`src/rtl/puf_eval_ctrl.sv`:
```
// Arbiter-PUF evaluation sequencer. For each request it walks RESP_BITS
// consecutive challenges. Each challenge is raced NUM_EVAL times through a
// settle (arbiter cleared), launch and sample cycle. The synchronized arbiter
// decisions for a challenge are majority-voted into one response bit.
module puf_eval_ctrl #(
  parameter int NUM_EVAL   = 7,
  parameter int SETTLE_CYC = 4,
  parameter int RACE_CYC   = 4,
  parameter int RESP_BITS  = 8
) (
  input  logic                 clk,
  input  logic                 rst,
  input  logic                 start,
  input  logic [7:0]           challenge,
  output logic                 busy,
  output logic                 done,
  output logic [RESP_BITS-1:0] response,
  output logic [7:0]           puf_challenge,
  output logic                 puf_launch,
  output logic                 arb_clear,
  input  logic                 arb_out
);

  localparam int BIT_W = (RESP_BITS > 1) ? $clog2(RESP_BITS) : 1;

  localparam logic [2:0] S_IDLE   = 3'd0;
  localparam logic [2:0] S_SETUP  = 3'd1;
  localparam logic [2:0] S_LAUNCH = 3'd2;
  localparam logic [2:0] S_SAMPLE = 3'd3;
  localparam logic [2:0] S_DONE   = 3'd4;

  logic [2:0]       state;
  logic [7:0]       tmr;
  logic [7:0]       ones_cnt;
  logic [7:0]       eval_cnt;
  logic [BIT_W-1:0] bit_idx;
  logic [7:0]       cur_chal;
  logic             arb_sync_p0;
  logic             arb_sync_p1;
  logic [7:0]       ones_nxt;
  logic [7:0]       eval_nxt;

  // Strict majority: more than half of the evaluations returned 1.
  function automatic logic majority(input logic [7:0] ones);
    logic [8:0] dbl;
    dbl = {ones, 1'b0};
    return dbl > 9'(NUM_EVAL);
  endfunction

  // arb_out is asynchronous to clk; only arb_sync_p1 is ever consumed.
  always_ff @(posedge clk) begin
    arb_sync_p0 <= arb_out;
    arb_sync_p1 <= arb_sync_p0;
  end

  assign ones_nxt = ones_cnt + {7'd0, arb_sync_p1};
  assign eval_nxt = eval_cnt + 8'd1;

  // Output decode straight from state so reset drops the launch at once.
  always_comb begin
    busy       = (state == S_SETUP) || (state == S_LAUNCH) || (state == S_SAMPLE);
    done       = (state == S_DONE);
    puf_launch = (state == S_LAUNCH) || (state == S_SAMPLE);
    arb_clear  = (state == S_SETUP);
  end

  // Sequencer: settle/launch timers, vote accumulation and challenge stepping.
  always_ff @(posedge clk) begin
    if (rst) begin
      state         <= S_IDLE;
      tmr           <= 8'd0;
      ones_cnt      <= 8'd0;
      eval_cnt      <= 8'd0;
      bit_idx       <= '0;
      cur_chal      <= 8'd0;
      puf_challenge <= 8'd0;
      response      <= '0;
    end else begin
      case (state)
        S_IDLE: begin
          if (start) begin
            cur_chal      <= challenge;
            puf_challenge <= challenge;
            bit_idx       <= '0;
            eval_cnt      <= 8'd0;
            ones_cnt      <= 8'd0;
            tmr           <= 8'd0;
            response      <= '0;
            state         <= S_SETUP;
          end
        end
        S_SETUP: begin
          if (tmr == 8'(SETTLE_CYC - 1)) begin
            tmr   <= 8'd0;
            state <= S_LAUNCH;
          end else begin
            tmr <= tmr + 8'd1;
          end
        end
        S_LAUNCH: begin
          if (tmr == 8'(RACE_CYC - 1)) begin
            tmr   <= 8'd0;
            state <= S_SAMPLE;
          end else begin
            tmr <= tmr + 8'd1;
          end
        end
        S_SAMPLE: begin
          if (eval_nxt < 8'(NUM_EVAL)) begin
            ones_cnt <= ones_nxt;
            eval_cnt <= eval_nxt;
            state    <= S_SETUP;
          end else begin
            response[bit_idx] <= majority(ones_nxt);
            ones_cnt          <= 8'd0;
            eval_cnt          <= 8'd0;
            cur_chal          <= cur_chal + 8'd1;
            if (bit_idx == BIT_W'(RESP_BITS - 1)) begin
              state <= S_DONE;
            end else begin
              // The displayed challenge only moves when a new bit begins.
              bit_idx       <= bit_idx + 1'b1;
              puf_challenge <= cur_chal + 8'd1;
              state         <= S_SETUP;
            end
          end
        end
        S_DONE: begin
          state <= S_IDLE;
        end
        default: begin
          state <= S_IDLE;
        end
      endcase
    end
  end

endmodule

```
`config.mk`:
```
export PLATFORM = sky130hd
export DESIGN_NAME = puf_eval_ctrl
export DESIGN_NICKNAME = d
export VERILOG_FILES = /design/src/rtl/puf_eval_ctrl.sv
export SDC_FILE = /design/constraint.sdc
export NUM_CORES = 1
export LEC_CHECK = 0
export ABC_AREA = 1
export CAP_MARGIN = 20
export CORE_ASPECT_RATIO = 0.6
export CORE_MARGIN = 4
export CORE_UTILIZATION = 51
export DETAILED_ROUTE_END_ITERATION = 8
export PLACE_DENSITY = 0.75
export SYNTH_ARGS = -nofsm -noshare
export SYNTH_HDL_FRONTEND = slang
export SYNTH_SLANG_ARGS = --single-unit
export TNS_END_PERCENT = 5
```
`constraint.sdc`:
```
create_clock -name clk -period 1.95 [get_ports clk]
set_clock_uncertainty 0.1 [all_clocks]
set_input_delay 0.39 -clock clk [delete_from_list [all_inputs] [get_ports clk]]
set_output_delay 0.39 -clock clk [all_outputs]
set_load 0.01 [all_outputs]
```
* Word level (Yosys, flattened, before mapping)
Index checks and enable logic that the tools add are counted.
** Word-level totals
- Word-level logic and storage cells :: 71
- Bits in writable memories :: 0
- Register bits :: 56
- Bits in latches :: 0
- Output and inout port bits :: 20
- Input bits :: 12
- Bits in read-only memories :: 0
- Memories kept :: 0
** Operators by class
- Order comparisons :: 4
- Add/subtract/negate cells :: 5
- $mul :: 0
- Bitwise logic cells :: 0
- Reduce and logical (&&, ||, !) cells :: 13
- Equal/unequal tests :: 11
- Multiplexer cells :: 28
- Shift-type cells :: 0
- Div/mod/pow operators :: 0
** Operator list (number)
- $pmux W8 S2 :: 6
- $mux W8 :: 9
- $add A8 B1 Y8 const B :: 3
- $mux W3 :: 8
- $pmux W3 S4 :: 1
- $gt A9 B3 Y1 const B :: 1
- $add A8 B1 Y8 :: 1
- $bwmux W8 :: 1
- $eq A8 B2 Y1 const B :: 1
- $lt A8 B3 Y1 const B :: 1
- $eq A3 B2 Y1 const B :: 2
- $eq A3 B3 Y1 const B :: 2
- $ne A2 B2 Y1 const B :: 3
- $pmux W3 S2 :: 1
- $reduce_and A3 Y1 :: 2
- $lt A3 B4 Y1 const B :: 1
- $ne A2 B1 Y1 const B :: 2
- $reduce_and A2 Y1 :: 2
- $reduce_and A4 Y1 :: 1
- $reduce_bool A2 Y1 :: 2
- $add A3 B1 Y3 const B :: 1
- $demux W1 S3 :: 1
- $eq A3 B1 Y1 const B :: 1
- $ge A3 B1 Y1 const B :: 1
- 5 further kinds :: 7

* Depth between registers and ports, before layout
Gate-level depths: netlist of run 1.
- Word-level depth :: 7
- Mapped depth :: 14
- Mapped depth without buffers :: 12

* Worst setup path before layout of run 1
Ideal clock, no wire load.
- Kind :: register to register
- Start point :: reg eval_cnt[1]
- End point :: reg cur_chal[2]
- Required time :: 1737 ps
- Stages on the path, launching flop included :: 13
- Data arrival time :: 1699 ps
- Period minus slack after synthesis :: 1913 ps
- Path buffers :: 2
- Setup time :: 113 ps
- Slack :: 37 ps
- Cells stage by stage :: dfxtp_1 > ha_1 > nand2_1 > nand3_1 > nand3_1 > nor2_2 > nand3_2 > nand2_1 > nand2_1 > buf_6 > buf_6 > o21ai_1 > nor2_1
** Between the ends
- Longest elaborated chain between the ends :: 4
** RTL lines
- start, declared :: RTL line 35 : logic [7:0] eval_cnt;
- start signal, assigned :: RTL line 111 : eval_cnt <= eval_nxt;
- $add A8 B1 Y8 :: RTL line 57 : assign eval_nxt = eval_cnt + 8'd1;
- $lt A8 B3 Y1 :: RTL line 109 : if (eval_nxt < 8'(NUM_EVAL)) begin
- $ne A2 B2 Y1 (no line)
- $reduce_and A3 Y1 (no line)
- end signal, assigned :: RTL line 82 : cur_chal <= challenge;
- end signal, assigned :: RTL line 117 : cur_chal <= cur_chal + 8'd1;
- end, declared :: RTL line 37 : logic [7:0] cur_chal;
Every way passes these cells.
A chain may end at the register's enable or synchronous reset.

* Final worst setup path of run 1
- Start point :: reg eval_cnt[0]
- End point :: reg cur_chal[0]
Same word-level chain as after synthesis.

==> results of run 1 <==
## final cells by class
type | count | share of cell area (%)
Inverter | 47 | 4.78
Sequential cell | 56 | 30.6
Timing Repair Buffer | 51 | 13.5
Multi-Input combinational cell | 310 | 45.5
Clock inverter | 2 | 0.950
Clock buffer | 6 | 1.97
Tap cell | 80 | 2.71
## final timing paths
kind,endpoint,cells after the start,startpoint,slack (ns)
hold / removal,arb_sync_p1,0,arb_sync_p0,0.23
setup reg to reg,cur_chal[0],12,eval_cnt[0],0.05
hold reg to reg,arb_sync_p1,0,arb_sync_p0,0.23
setup / recovery,cur_chal[0],12,eval_cnt[0],0.05
## registers in the layout, indices dropped and copies added, names as in the netlist
signal,cells
state,3
puf_challenge,8
arb_sync_p1,1
bit_idx,3
tmr,8
cur_chal,8
response,8
eval_cnt,8
ones_cnt,8
arb_sync_p0,1
## Yosys cell counts
cell,count
o21bai_1,1
o21ai_2,1
nor3_1,8
xor2_1,5
a21oi_4,1
nand2_2,3
or2_2,3
nor2_8,1
buf_2,5
and3_1,3
nor2_2,2
xnor2_1,2
dfxtp_1,56
nand4_1,9
clkinv_1,1
inv_2,6
nor3b_1,2
nor2_1,43
nand3_2,2
nand3_1,42
nand2_1,99
o21ai_0,18
a21oi_1,40
nand4_2,1
a31oi_1,2
inv_1,40
mux2i_1,2
buf_6,4
clkbuf_1,7
nand2_4,2
nor2_4,2
a22oi_1,1
a21oi_2,1
o21ai_1,6
ha_1,8
## worst max-delay path, stage by stage (launching register included)
cell and delay, ns:
dfxtp_2 0.37, ha_4 0.16, nand2_1 0.10, nor2_1 0.14, nand3_1 0.09, nand2_1 0.12, nor2_4 0.06, nand3_2 0.09
nand2_1 0.07, nand2_2 0.13, buf_6 0.18, nand2_1 0.06, nor3b_1 0.14
## routing by layer
layer	vias to the layer above	part of all wire [%]
met2	78	43
met1	1334	51
met5	-	0
met3	5	5.6
li1	1480	-
met4	0	0.67
## per-stage QoR
step | std cells | TNS (ns) | total power (µW) | setup WS [ns] | cell area, µm²
2_1_floorplan | 429 | 0 | 2420 | 0.0374 | 2980
3_3_place_gp | 539 | 0 | 2950 | 0.0148 | 3430
3_5_place_dp | 539 | -0.0551 | 2970 | -0.0256 | 3430
4_1_cts | 547 | -0.00908 | 3710 | -0.00908 | 3540
5_1_grt | 552 | -1.18 | 4120 | -0.0982 | 3690
6_report | 552 | 0 | 3830 | 0.0537 | 3690
## what timing repair did
item / CTS / global route
cloned: 0 / 1
setup endpoints to repair: 11 / 48
buffers inserted: 0 / 4
resized for setup: 4 / 33
pin swaps: 0 / 6
## report_power, final
group | internal (µW) | total, µW | leakage (µW) | switching, µW
registers | 1300 | 1420 | 0.000459 | 123
clock network | 382 | 742 | 0.0000552 | 361
logic | 693 | 1670 | 0.000975 | 978
total | 2370 | 3830 | 0.00149 | 1460
## logic make-up after synthesis
family | Yosys count | share of synthesized area [%]
adder cells (fa/ha/maj) | 8 | 3.36
multiplexers | 2 | 0.672
flip-flops | 56 | 37.6
AND/OR/NAND/NOR | 222 | 34.3
XOR/XNOR | 7 | 2.06
buffers and inverters | 63 | 9.16
AO/OA/AOI/OAI | 71 | 12.8
==> results.cfg, run 1 <==
[global_route]
use_met2_pct = 28.7
grt_pass1_vias = 2459
grt.total_usage_pct = 19.4
grt_max_degree = 34
grt.met3_usage_pct = 4.11
grt.overflow.total = 0
grt_first_pass_wirelength_mm = 11.2
gr-usage-met1_pct = 29.0
antenna_found_initial = 0
grt.busiest_layer = met1

[final_layout]
multi_input_area_um2 = 1680
fin_util_pct = 65.6
n_antenna_cell = 0
nets = 491
final_cell_mix = nand2_1 (96), dfxtp_1 (50), nor2_1 (40), a21oi_1 (40), inv_1 (39)
layout_commonest_cell = nand2_1
nFillCells = 489
drive_above_1_share_pct = 16.3
syn_to_final_growth_pct = 23.8
seq_area_um2 = 1130

[sta]
relSlewSlack_pct = 56.3
finalMaxSlewViolations = 0
hold_viol = 0
tightestPinTransition_ns = 0.655
min_period_ns = 1.90
rsz0062_at_grt = true
finalSetupViolCount = 0
whs_ns = 0.233
max_freq_mhz = 527
finalCritPeriodShare_pct = 97.2

[yosys]
syn_area_per_cell_um2 = 6.94
synth_top_area_share_pct = 37.6
synthesis.nets = 449
ys_warn_count = 0
postSynthCellCount = 429
synth_area_um2 = 2980
synth-seq-area-share_pct = 37.6
synth_top_area_cell = dfxtp_1
synth_cell_types = 35
ys_top_cells_by_area = dfxtp_1 (38%), nand2_1 (12%), nand3_1 (7.1%)
ys_ff_latch = 56

[setup_path]
critical_path_required_ns = 2.04
critPathLaunchType = register
crit_fanout = 12
crit_path_end_kind = register
crit_type = reg2reg
arrival_ns = 1.98

[power]
power_density_nw_per_um2 = 1040
leakage_uw = 0.00149
ir_drop_v = 0.000541

[floorplan]
initial_core_util_pct = 53.0
core_area_um2 = 5620
die_h_um = 67.2
die_w_um = 107
die_area_um2 = 7170
row_count = 21
pin_count = 32

[placed_design]
routabilityCongestion = 0.892
port_buffers = 31
dp_hpwl_mm = 4.82

[routing]
drtIter0Drc = 261
viasPerCell = 5.25
postRouteAntennaNets = 0
wl_mm = 6.98
drc_errors = 0
vias = 2897
dr.pass1.iters = 5
routedWlPerCell_um = 12.6

[clock_network]
cts_buffer_depth = 2
root_buffer = clkbuf_8
ctsHoldBuffers = 0
clkLatencyLatePin_ns = 0.31
cts_buffers = 5
cts_max_level = 2
cts_sinks = 56
tritoncts = yes
path_clk_slew_ns = 0.09

[worst_hold_path]
worstHoldPathType = reg2reg

[run_status]
status = finished clean

[job]
cap_violations = 0
Note: power is estimated with default switching activity, not from simulation.
==> run 2: changes to the inputs <==
--- a/config.mk
+++ b/config.mk
@@ -6,11 +6,12 @@
 export NUM_CORES = 1
 export LEC_CHECK = 0
 export ABC_AREA = 1
-export CAP_MARGIN = 20
+export CAP_MARGIN = 5
 export CORE_ASPECT_RATIO = 0.6
 export CORE_MARGIN = 4
 export CORE_UTILIZATION = 51
 export DETAILED_ROUTE_END_ITERATION = 8
+export HOLD_SLACK_MARGIN = 0.03
 export PLACE_DENSITY = 0.75
 export SYNTH_ARGS = -nofsm -noshare
 export SYNTH_HDL_FRONTEND = slang
==> results of run 2 <==
Same layout as run 1: the final DEF is identical, and so are final timing and power.
==> run 3: changes to the inputs <==
--- a/config.mk
+++ b/config.mk
@@ -11,7 +11,7 @@
 export CORE_MARGIN = 4
 export CORE_UTILIZATION = 51
 export DETAILED_ROUTE_END_ITERATION = 8
-export HOLD_SLACK_MARGIN = 0.03
+export HOLD_SLACK_MARGIN = 0.05
 export PLACE_DENSITY = 0.75
 export SYNTH_ARGS = -nofsm -noshare
 export SYNTH_HDL_FRONTEND = slang
==> results of run 3 <==
Same layout as run 1: the final DEF is identical, and so are final timing and power.
==> variant 1: new RTL, config.mk and constraints of run 1 <==
Make the reset (`rst`) asynchronous in one clocked block.
--- a/src/rtl/puf_eval_ctrl.sv
+++ b/src/rtl/puf_eval_ctrl.sv
@@ -66,5 +66,5 @@
 
   // Sequencer: settle/launch timers, vote accumulation and challenge stepping.
-  always_ff @(posedge clk) begin
+  always_ff @(posedge clk or posedge rst) begin
     if (rst) begin
       state         <= S_IDLE;
Behaviour: differs if rst is asserted again (counterexample within 4 cycles, from zero or initial values and one cycle with rst high); with rst held inactive, the same outputs for 10 cycles.
==> variant 1 against run 1 <==
Routed wire length increased by 2.7%. Synthesized area is 1.8% higher. Setup slack gained 22 ps. Sequential cell count unchanged. Via count is 5.1% lower. Design area up 1.2%.
Power is not compared: it rests on default switching activity, and its combinational part moved more than twofold at a synthesized area within 25%.
==> variant 1: results (changes against run 1) <==
Parameter                              Value

Clocking
  Number of buffers added for setup after CTS    1 (+1)
  Number of buffers on the longest clock path    2 (unchanged)
  H-tree level count    2 (unchanged)
  Clock input transition at the sequential cells of the worst setup and hold paths    100 ps
  Post-cts gate resize count    14 (+10)
  Source-to-sink clock delay at the later pin of the worst-skew pair    310 ps (about the same)
  TritonCTS buffer count    5 (unchanged)

Routing
  Detailed-route via count    2749 (-5.1%)
  DR top layer    met4
  Vias per Instance    5.30 (+0.92%)
  Number of iterations in the first detailed-routing pass    4 (-1)
  Initial drt markers    189 (-28%)
  Drt wl/cell    13.8 um (+9.2%)
  Met3 wire length    412 um (+6.2%)
  Met2 wirelength from detailed routing    3.04 mm (+2.3%)
  M1 wire length    3.63 mm (+1.7%)

Global routing
  Global Route Usage Sum    20.2% (+0.74 points)
  Global-route met3 utilization    3.82% (-0.29 points)
  GRT met1 Usage    30.3% (+1.4 points)
  Vias in the first global route    2484 (+1.0%)
  Met2 Usage GRT    29.2% (+0.50 points)
  Largest net degree at the start of global routing    55 (+62%)
  Global-route wire length before repair    11.5 mm (+2.6%)

Place
  HPWL reported at the end of detailed placement    4.99 mm (+3.5%)
  Cells after DPL    508 (-5.8%)
  Count of input and output buffers    31 (unchanged)
  Post-placement cell area    0.00350 sq mm (+2.0%)
  Routability congestion estimate    0.850 (-4.6%)
  Placement Setup Slack    -231 ps (-206 ps)

Worst hold path
  WHS Endpoint    arb_sync_p1
  Hold Crit Depth    0 (unchanged)
  Startpoint of the tightest hold check path    arb_sync_p0

Power
  Internal portion of total power    about 1600 uW
  Clk network pwr share    between 30% and 40%
  Sw Share    a little over a fifth
  Leakage power figure    ~0.0018 uW
  Sequential group power    around 1200 uW
  Worst vdd rail ir drop    between 0.0002 and 0.0003 V

Logic synthesis
  Synth warn    0 (unchanged)
  Async set-or-reset flop fraction in the synthesized netlist    96.4% (+96 points)
  Net Count, Synth    414 (-7.8%)
  Prevailing post-synth register cell    dfrtp_1
  Most numerous cell types in the synthesized netlist    nand2_1 (110), dfrtp_1 (54), nand3_1 (52), inv_1 (39), nor2_1 (34)
  Sequential share of the synthesized area    45.9% (+8.2 points)
  Area contributors post-synth    dfrtp_1 (45%), nand2_1 (14%), nand3_1 (8.6%)
  Synthesized area per cell    7.69 sq um (+11%)
  Distinct cell type count of the synthesized netlist    31 (-11%)

Worst setup path
  R2R Path Start    eval_cnt[0]
  Maximum fanout along the worst path    8 (-4)
  FF-to-FF End    response[5]
  Data arrival time of the critical path    2030 ps (+50 ps)
  Internal reg-to-reg setup slack    80 ps (+20 ps)
  R2R cell count    10 (-2)

STA
  Relative slew slack    63.8% (+7.5 points)
  Worst hold margin    241 ps (+8.07 ps)

Cells and area
  Nets@finish    458 (-6.7%)
  Share of final-layout standard cells stronger than drive strength 1    14.8% (-1.5 points)
  Diodes inserted    0 (unchanged)
  Number of fill cells in the layout    493 (+0.82%)

Run status
  Outcome    complete, no violations
[variant 1: cell count changes after synthesis, sizes merged, moves of 5 or more]
| cell | delta |
|---|---|
| dfxtp | -54 |
| nand3 | +9 |
| nand4 | -8 |
| dfrtp | +54 |
| a21oi | -34 |
| nand2 | +12 |
| clkbuf | -7 |
| o21ai | +5 |
| nor2 | -11 |
| o22ai | +5 |
[variant 1: worst max path at each step]
stage | from | endpoint | slack [ps] | depth (start not counted)
floorplan | rst | bit_idx[0] | 150 | 1
global placement | eval_cnt[0] | response[1] | -130 | 8
detailed placement | eval_cnt[0] | cur_chal[5] | -230 | 8
CTS | eval_cnt[0] | puf_challenge[1] | 1 | 11
global route | eval_cnt[0] | response[5] | -40 | 10
finish | eval_cnt[0] | response[5] | 80 | 10
[variant 1: cell families (layout without fill, tap and decap cells)]
kind of cell	count (synthesis)	after routing	synth area share, %
flip-flops	56	56	45.9
buffers and inverters	55	99	7.39
AO/OA/AOI/OAI	48	49	9.53
adder cells (fa/ha/maj)	8	8	3.30
XOR/XNOR	9	9	2.60
AND/OR/NAND/NOR	218	218	31.3
[variant 1: area by class of cell]
class | instances | area [sq um] | area share, %
tap | 80 | 100 | 2.68
timing repair buffer | 46 | 434 | 11.6
clock buffer | 6 | 72.6 | 1.95
clock inverter | 2 | 35.0 | 0.939
inverter | 45 | 171 | 4.60
multi-input combinational | 284 | 1520 | 40.8
sequential | 56 | 1400 | 37.4
[variant 1: critical path, cell delays in order (launching register included)]
cell and delay, ps:
dfrtp_1 380, ha_2 200, nand2_1 90, o21ai_1 150
nand2_1 110, nor2_4 200, buf_6 160, nand2_1 190
nand3_1 150, nand2_1 60, nand2_1 60
==> variant 2: new RTL, settings of run 1 <==
Without the edit above. Change the parameter `RESP_BITS` from 8 to 16.
--- a/src/rtl/puf_eval_ctrl.sv
+++ b/src/rtl/puf_eval_ctrl.sv
@@ -7,5 +7,5 @@
   parameter int SETTLE_CYC = 4,
   parameter int RACE_CYC   = 4,
-  parameter int RESP_BITS  = 8
+  parameter int RESP_BITS  = 16
 ) (
   input  logic                 clk,
Interface: changed (resized response); port bits go from 32 to 40. No check against the original RTL was run, so the function may have changed too.
==> variant 2 against run 1 <==
The run now ends with negative setup slack left. Synthesized area is 15% higher. Routed wire length is 34% higher. Utilization is 5.6 points higher. Via count is 22% higher. Sequential power is 15% higher. Final cell count is 18% higher. Design area is 22% higher. Die area is 13% higher. Sequential cell count is 9 higher. Setup slack worse by 83 ps. Total power is 19% higher. Critical path type unchanged. Critical endpoint is now response[10]. Largest cell class unchanged. Highest routed layer unchanged.
==> variant 2: results (changes against run 1) <==
Parameter                              Value

Clocking
  TritonCTS buffer count    9 (+4)
  Source-to-sink clock delay at the later pin of the worst-skew pair    340 ps (+30 ps)
  H-tree level count    3 (+1)
  Clock tree root buffer cell    clkbuf_8
  Clock input transition at the sequential cells of the worst setup and hold paths    70 ps (-20 ps)
  Number of buffers on the longest clock path    2 (unchanged)

Cells and area
  Nets@finish    587 (+20%)
  Flip-flop count of the largest register after layout    16
  Most flop-heavy register    response
  Diodes inserted    0 (unchanged)
  Share of final-layout standard cells stronger than drive strength 1    17.4% (+1.1 points)

Place
  Count of input and output buffers    39 (+26%)
  HPWL reported at the end of detailed placement    6.00 mm (+24%)
  Routability congestion estimate    0.871 (-2.4%)

Logic synthesis
  Sequential share of the synthesized area    38.1% (+0.45 points)
  Net Count, Synth    526 (+17%)
  Area contributors post-synth    dfxtp_1 (38%), nand2_1 (12%), nor2_1 (7.9%)
  Synth warn    0 (unchanged)
  Async set-or-reset flop fraction in the synthesized netlist    0% (unchanged)
  Distinct cell type count of the synthesized netlist    34 (-2.9%)
  Most numerous cell types in the synthesized netlist    nand2_1 (113), nor2_1 (72), dfxtp_1 (65), inv_1 (49), o21ai_0 (43)

Routing
  Initial drt markers    293 (+12%)
  Post-route DRC violation count    0 (unchanged)
  Sum of routed wire length over all layers    9.36 mm (+34%)
  Detailed-route via count    3524 (+22%)
  Number of iterations in the first detailed-routing pass    5 (unchanged)

Global routing
  Global-route met3 utilization    6.50% (+2.4 points)
  GRT met1 Usage    30.1% (+1.2 points)
  Number of antenna violations at the first check in global routing    0 (unchanged)
  Vias in the first global route    3227 (+31%)
  Global-route wire length before repair    14.7 mm (+30%)
  Global Route Usage Sum    22.3% (+2.8 points)
  Largest net degree at the start of global routing    36 (+5.9%)
  Met2 Usage GRT    34.4% (+5.8 points)

Run status
  Outcome    finished, violations left
  Violated checks    negative setup slack

STA
  # setup viols final    4 (+4)
  Setup slack of the critical path after layout    -29.1 ps (-82.8 ps)
  Least-Margin Pin Slew    737 ps (+82.4 ps)

Worst setup path
  Data arrival time of the critical path    2150 ps (+170 ps)
  Master of the slowest instance on the critical path    dfxtp_2
  Largest stage delay, worst path    between 300 and 400 ps
  Maximum fanout along the worst path    8 (-4)

Power
  Leakage power figure    0.00177 uW (+19%)
  Worst vdd rail ir drop    0.000651 V (+20%)

Worst hold path
  Worst hold path class    reg -> reg
-- variant 2: changes by cell type in the layout (fill, tap and decap cells not counted), sizes merged, moves of 4 or more --
| cell | run 1 | this run |
|---|---|---|
| nor2 | 48 | 75 |
| o21ai | 25 | 43 |
| nand2 | 104 | 116 |
| buf | 20 | 29 |
| dfxtp | 56 | 65 |
| clkbuf | 6 | 14 |
| clkdlybuf4s50 | 28 | 35 |
| nand4 | 10 | 5 |
| inv | 46 | 50 |
-- variant 2: worst max-delay path, delay by kind of cell, from the launching register on --
kind,cells,cell delay [ps]
flip-flops,1,360
AND/OR/NAND/NOR,7,710
AO/OA/AOI/OAI,2,310
buffers and inverters,4,430
-- variant 2: path summary, 6_finish.rpt --
check                            startpoint            to  slack, ps  depth (start not counted)
worst min register to register  arb_sync_p0   arb_sync_p1        260                          0
worst max register to register  eval_cnt[0]  response[10]        -30                         13
worst max-delay path            eval_cnt[0]  response[10]        -30                         13
worst min-delay path            arb_sync_p0   arb_sync_p1        260                          0
-- variant 2: cell families (layout without fill, tap and decap cells) --
group,count (synthesis),count (layout),synth area share (%)
DFF,65,65,38.1
and+or+nand+nor,256,256,32.4
buffers and inverters,72,137,9.12
adders and majority gates,10,10,3.66
AOI/OAI and AO/OA,91,91,14.1
xor gates and xnor gates,9,9,2.31
muxes,1,1,0.293
-- variant 2: what timing repair did --
action                                  in CTS  in global routing
hold buffers                                 0                  0
pin swaps                                    0                 13
endpoints found under the setup margin      37                 44
gates cloned                                 0                  3
resized for setup                           12                 52
setup buffers                                0                  2
-- variant 2: stage by stage --
stage               util (%)  TNS, ps  area [sq um]  instances  worst slack (ps)
floorplan                  -        0          3420        504               101
global placement        63.7        0          4020        633              12.1
detailed placement      63.7     -330          4020        633             -37.7
CTS                     67.1     -345          4230        648             -78.8
global route            71.2    -1400          4490        653              -101
finish                  71.2    -53.9          4490        653             -29.1
-- variant 2: layout make-up --
cell class / instances / area [sq um]
Inverter: 52 / 205
Fill cell: 522 / 1820
Clock inverter: 3 / 40.0
Clock buffer: 12 / 155
Timing Repair Buffer: 70 / 706
Sequential cell: 65 / 1310
Tap cell: 84 / 105
Multi-Input combinational cell: 367 / 1970
-- variant 2: power breakdown --
| part | switching [uW] | leakage [uW] | internal (uW) |
|---|---|---|---|
| Clock | 500 | 0.000102 | 649 |
| Sequential | 149 | 0.000531 | 1490 |
| Combinational | 1000 | 0.00114 | 761 |
-- variant 2: routing by layer --
metal | wire length, um | part of all wire [%]
met3 | 698 | 7.5
met2 | 4280 | 46
met4 | 120 | 1.3
met5 | 0 | 0
met1 | 4270 | 46
